<file path="src/rtl/noc_pkg.sv">
// Shared NoC router definitions: default packet width and the packet type.
package noc_pkg;

  localparam int unsigned PAC_WIDTH = 64;

  typedef logic [PAC_WIDTH-1:0] packet_t;

endpackage : noc_pkg

</file>
<file path="src/rtl/packet_buffer.sv">
// First-word-fall-through packet buffer for NoC router input ports.
// Holds up to DEPTH packets in a flop array. The head packet is presented
// combinationally on d_out. full/empty are decoded from the occupancy count.
module packet_buffer
  import noc_pkg::*;
#(
  parameter int unsigned PAC_WIDTH = noc_pkg::PAC_WIDTH,
  parameter int unsigned DEPTH     = 1
) (
  input  logic                 clk,
  input  logic                 reset,
  input  logic                 wen,
  input  logic                 ren,
  input  logic [PAC_WIDTH-1:0] d_in,
  output logic                 full,
  output logic                 empty,
  output logic [PAC_WIDTH-1:0] d_out
);

  localparam int unsigned PTR_W = (DEPTH > 1) ? $clog2(DEPTH) : 1;
  localparam int unsigned CNT_W = $clog2(DEPTH + 1);

  typedef logic [PAC_WIDTH-1:0] pkt_t;

  pkt_t             r_mem [DEPTH];
  logic [PTR_W-1:0] r_wr_ptr;
  logic [PTR_W-1:0] r_rd_ptr;
  logic [CNT_W-1:0] r_count;

  logic w_full;
  logic w_empty;
  logic w_wr_ok;
  logic w_ren_ok;

  // With a single slot both pointers stay at 0; otherwise they wrap naturally
  // because DEPTH is a power of two.
  function automatic logic [PTR_W-1:0] ptr_inc(input logic [PTR_W-1:0] p);
    if (DEPTH == 1) begin
      return '0;
    end else begin
      return PTR_W'(p + 1'b1);
    end
  endfunction

  // Status flags and transfer acceptance; a write while full is still taken
  // when a read frees a slot on the same edge.
  always_comb begin
    w_empty  = (r_count == '0);
    w_full   = (r_count == CNT_W'(DEPTH));
    w_ren_ok = ren & ~w_empty;
    w_wr_ok  = wen & (~w_full | w_ren_ok);
  end

  // Storage array: cleared on reset, written at the write pointer.
  always_ff @(posedge clk) begin
    if (reset) begin
      for (int unsigned i = 0; i < DEPTH; i++) begin
        r_mem[i] <= '0;
      end
    end else if (w_wr_ok) begin
      r_mem[r_wr_ptr] <= d_in;
    end
  end

  // Pointer and occupancy bookkeeping.
  always_ff @(posedge clk) begin
    if (reset) begin
      r_wr_ptr <= '0;
      r_rd_ptr <= '0;
      r_count  <= '0;
    end else begin
      if (w_wr_ok) begin
        r_wr_ptr <= ptr_inc(r_wr_ptr);
      end
      if (w_ren_ok) begin
        r_rd_ptr <= ptr_inc(r_rd_ptr);
      end
      case ({w_wr_ok, w_ren_ok})
        2'b10:   r_count <= r_count + 1'b1;
        2'b01:   r_count <= r_count - 1'b1;
        default: r_count <= r_count;
      endcase
    end
  end

  // Outputs: head packet falls through; stale when empty.
  always_comb begin
    full  = w_full;
    empty = w_empty;
    d_out = r_mem[r_rd_ptr];
  end

endmodule : packet_buffer

</file>
<file path="config.mk">
export PLATFORM = sky130hd
export DESIGN_NAME = packet_buffer
export DESIGN_NICKNAME = d
export VERILOG_FILES = /design/src/rtl/noc_pkg.sv /design/src/rtl/packet_buffer.sv
export SDC_FILE = /design/constraint.sdc
export NUM_CORES = 1
export LEC_CHECK = 0
export CORE_UTILIZATION = 41
export CTS_CLUSTER_DIAMETER = 150
export DETAILED_ROUTE_END_ITERATION = 10
export PLACE_DENSITY_LB_ADDON = 0.25
export SYNTH_ARGS = -nofsm -noshare
export SYNTH_HDL_FRONTEND = slang
export SYNTH_SLANG_ARGS = --single-unit
</file>
<file path="constraint.sdc">
create_clock -name clk -period 3.05 [get_ports clk]
set_input_delay 0.61 -clock clk [delete_from_list [all_inputs] [get_ports clk]]
set_output_delay 0.61 -clock clk [all_outputs]
set_load 0.1 [all_outputs]
</file>
==> flow_summary.json <==
{
  "synth-seq-area-share_pct": 66.4,
  "drt-wirelength-per-cell_um": 15.6,
  "holdCritPathClass": "flip-flop to flip-flop",
  "critical_path_class": "input pin to flip-flop",
  "post_syn_nets": 218,
  "wirelength_met1_um": 2440,
  "synth-edff-count": 64,
  "synthArstFlopShare_pct": 0,
  "met2_length_um": 3080,
  "routed.top_layer": "met4",
  "tightest_slew_ns": 0.631,
  "yosysMostFrequentCell": "sky130_fd_sc_hd__edfxtp_1",
  "final-hold-violation-count": 0,
  "wirelength_um": 6000,
  "synth_simple_gate_area_share_pct": 27.6,
  "setup.reg_to_reg.worst_slack_ns": 1.56,
  "netlist-cell-type-count": 10,
  "worst-r2r-cell-count": 3,
  "maxSlewViolCount": 0,
  "core_region_area_um2": 6830,
  "yosys_register_bits": 65,
  "worstPathMaxFanout": 40,
  "seq_area_um2": 1940,
  "fin_crit_sh_pct": 62.6,
  "cts.hold.buffers_added": 0,
  "floorplan.initialDensity_pct": 42.8,
  "worst_hold_path.endpoint": "full",
  "num_rows": 30,
  "fin_crit_ns": 1.91,
  "holdCritStartpoint": "full",
  "postRouteAntennaNets": 0,
  "synth.avg_cell_area_um2": 19.5,
  "grt_pass1_wl_um": 9220,
  "cts_sinks": 65,
  "globalRouteTotalUtil_pct": 16.8,
  "worstSetupEndpointType": "flip-flop",
  "fin_setup_tns_ns": 0,
  "gp_congestion": 0.654,
  "synthCells": 150,
  "place.detailed.hpwl_um": 4050,
  "synth-adder-area-share_pct": 0,
  "syn2layout_area_growth_pct": 46.6,
  "post-cts-setup-buffer-count": 0,
  "reg2reg_to": "r_mem[0][3]",
  "die_area_um2": 7480,
  "setup_viol": 0,
  "final_layout_size_suffix_gt1_share_pct": 50.5,
  "r2r-start": "full",
  "dominant_combinational_cell_family_by_area_after_synthesis": "simple AND/OR/NAND/NOR gates",
  "yosysWarnings": 0,
  "muxShareOfSynthArea_pct": 0,
  "power_leakage_uw": 0.00165,
  "worst_hold_slack_ns": 0.569,
  "synth_compound_area_share_pct": 0.428,
  "antenna_violations_before_repair": 0,
  "place.port_buffers": 133,
  "floorplan.die.height_um": 86.5,
  "grt-ovfl-total": 0,
  "boundaryPins": 134,
  "fillers": 541,
  "drt_first_iter_violations": 93,
  "post_cts.resized_instances": 0,
  "drt_first_pass_iters": 4,
  "clkSlewWorstSetupHoldPaths_ns": 0.06,
  "cp-start-kind": "input pin",
  "cts_buffers": 9,
  "multiInputGateArea_um2": 828,
  "h_tree_levels": 3,
  "cp_data_required_time_ns": 3.10,
  "detail_route.drc_violations": 0,
  "ys_top_cells_by_area": "sky130_fd_sc_hd__edfxtp_1 66%, sky130_fd_sc_hd__nor3b_2 26%, sky130_fd_sc_hd__buf_6 5.4%, sky130_fd_sc_hd__nor3b_1 1.0%, sky130_fd_sc_hd__dfxtp_1 0.68%",
  "wl_met3_um": 421,
  "unrepaired_setup_endpoints_after_global_routing": "false",
  "final.setup_skew_ns": 0.00536,
  "clock_tree.buffer_depth": 2,
  "post-synth-top-area-cell": "sky130_fd_sc_hd__edfxtp_1",
  "cts_root_buffer_type": "sky130_fd_sc_hd__clkbuf_8",
  "worst_hold_depth": 2,
  "timing.fmax_mhz": 524,
  "antennaDiodeCount": 0,
  "clkLatencyLatePin_ns": 0.33,
  "postSynth.topFlopCell": "sky130_fd_sc_hd__edfxtp_1",
  "run_status": "completed",
  "grt_start_max_net_pins": 41,
  "synthXorXnorAreaFrac_pct": 0,
  "drv_cap": 0,
  "die_width_um": 86.5,
  "first_global_vias": 1787,
  "power_density_nw_per_um2": 591,
  "synth_commonest_cells": "64 x sky130_fd_sc_hd__edfxtp_1, 60 x sky130_fd_sc_hd__nor3b_2, 14 x sky130_fd_sc_hd__buf_6, 4 x sky130_fd_sc_hd__nor3b_1",
  "nNetsFinal": 353,
  "synth_top_cell_area_share_pct": 65.7,
  "worst_slew_margin_rel_pct": 58.0,
  "netlist_area_um2": 2930,
  "clock_tree_from_tritoncts": "yes",
  "ir_drop_mv": 0.299,
  "routed_via_density": 4.62,
  "dr_total_vias": 1779,
  "arrival_time_at_the_worst_endpoint_ns": 1.96
}
## worst max-delay path, cell delays in order
cell	delay, ns
sky130_fd_sc_hd__clkdlybuf4s50_1	0.50
sky130_fd_sc_hd__nand2b_4	0.40
sky130_fd_sc_hd__buf_12	0.33
sky130_fd_sc_hd__nor3b_2	0.08
## report_power, final
part | internal [µW] | switching (µW)
sequential | 1060 | 20.8
clock | 365 | 305
combinational | 198 | 590
total | 1620 | 916
## stage by stage
step / worst slack (ns) / instance area, µm² / total power [µW] / util [%] / cells
after global routing: 1.10 / 4290 / 2620 / 62.8 / 385
after detailed placement: 0.795 / 4110 / 1890 / 60.2 / 370
after floorplan: 0.379 / 2930 / 1690 / - / 150
after CTS: 1.15 / 4290 / 2560 / 62.8 / 385
after global placement: 0.819 / 4110 / 1880 / 60.2 / 370
final: 1.14 / 4290 / 2530 / 62.8 / 385
## worst max path at each step
stage	start	endpoint	depth (start not counted)
after floorplan	full	r_mem[0][0]	2
after global placement	reset	r_mem[0][59]	4
after detailed placement	reset	r_mem[0][3]	4
after CTS	reset	r_mem[0][3]	4
after global routing	reset	r_mem[0][3]	4
final	reset	r_mem[0][3]	4
## sequential cells by signal, summed over array words and instances, names as in the netlist
register  cells
full          1
r_mem        64
## cell type report
cell class	instances	area share, %
Clock buffer	10	2.98
Clock inverter	5	1.11
Inverter	2	0.175
Multi-Input combinational cell	69	19.3
Sequential cell	65	45.3
Tap cell	96	2.80
Timing Repair Buffer	138	28.4
## cells in the final DEF, fill, tap and decap left out, drive strengths merged
| master | Yosys | layout |
|---|---|---|
| clkbuf | 0 | 10 |
| clkdlybuf4s50 | 0 | 67 |
| dfxtp | 1 | 1 |
| nor2b | 1 | 1 |
| a21oi | 1 | 1 |
| edfxtp | 64 | 64 |
| nand2b | 2 | 2 |
| nor3b | 64 | 64 |
| a21o | 1 | 1 |
| bufinv | 0 | 1 |
| clkinv | 0 | 4 |
| inv | 2 | 2 |
| buf | 14 | 71 |
## per-layer routing
| metal | global-route usage, % | up-vias |
|---|---|---|
| met3 | 6.19 | 6 |
| li1 | - | 838 |
| met4 | 7.27 | 0 |
| met5 | 0 | - |
| met1 | 21.1 | 867 |
| met2 | 26.2 | 68 |
## logic make-up after synthesis
logic type      count (synthesis)
simple gates                   67
flops                          65
buf+inv                        16
compound gates                  2
(Power assumes the default switching activity.)
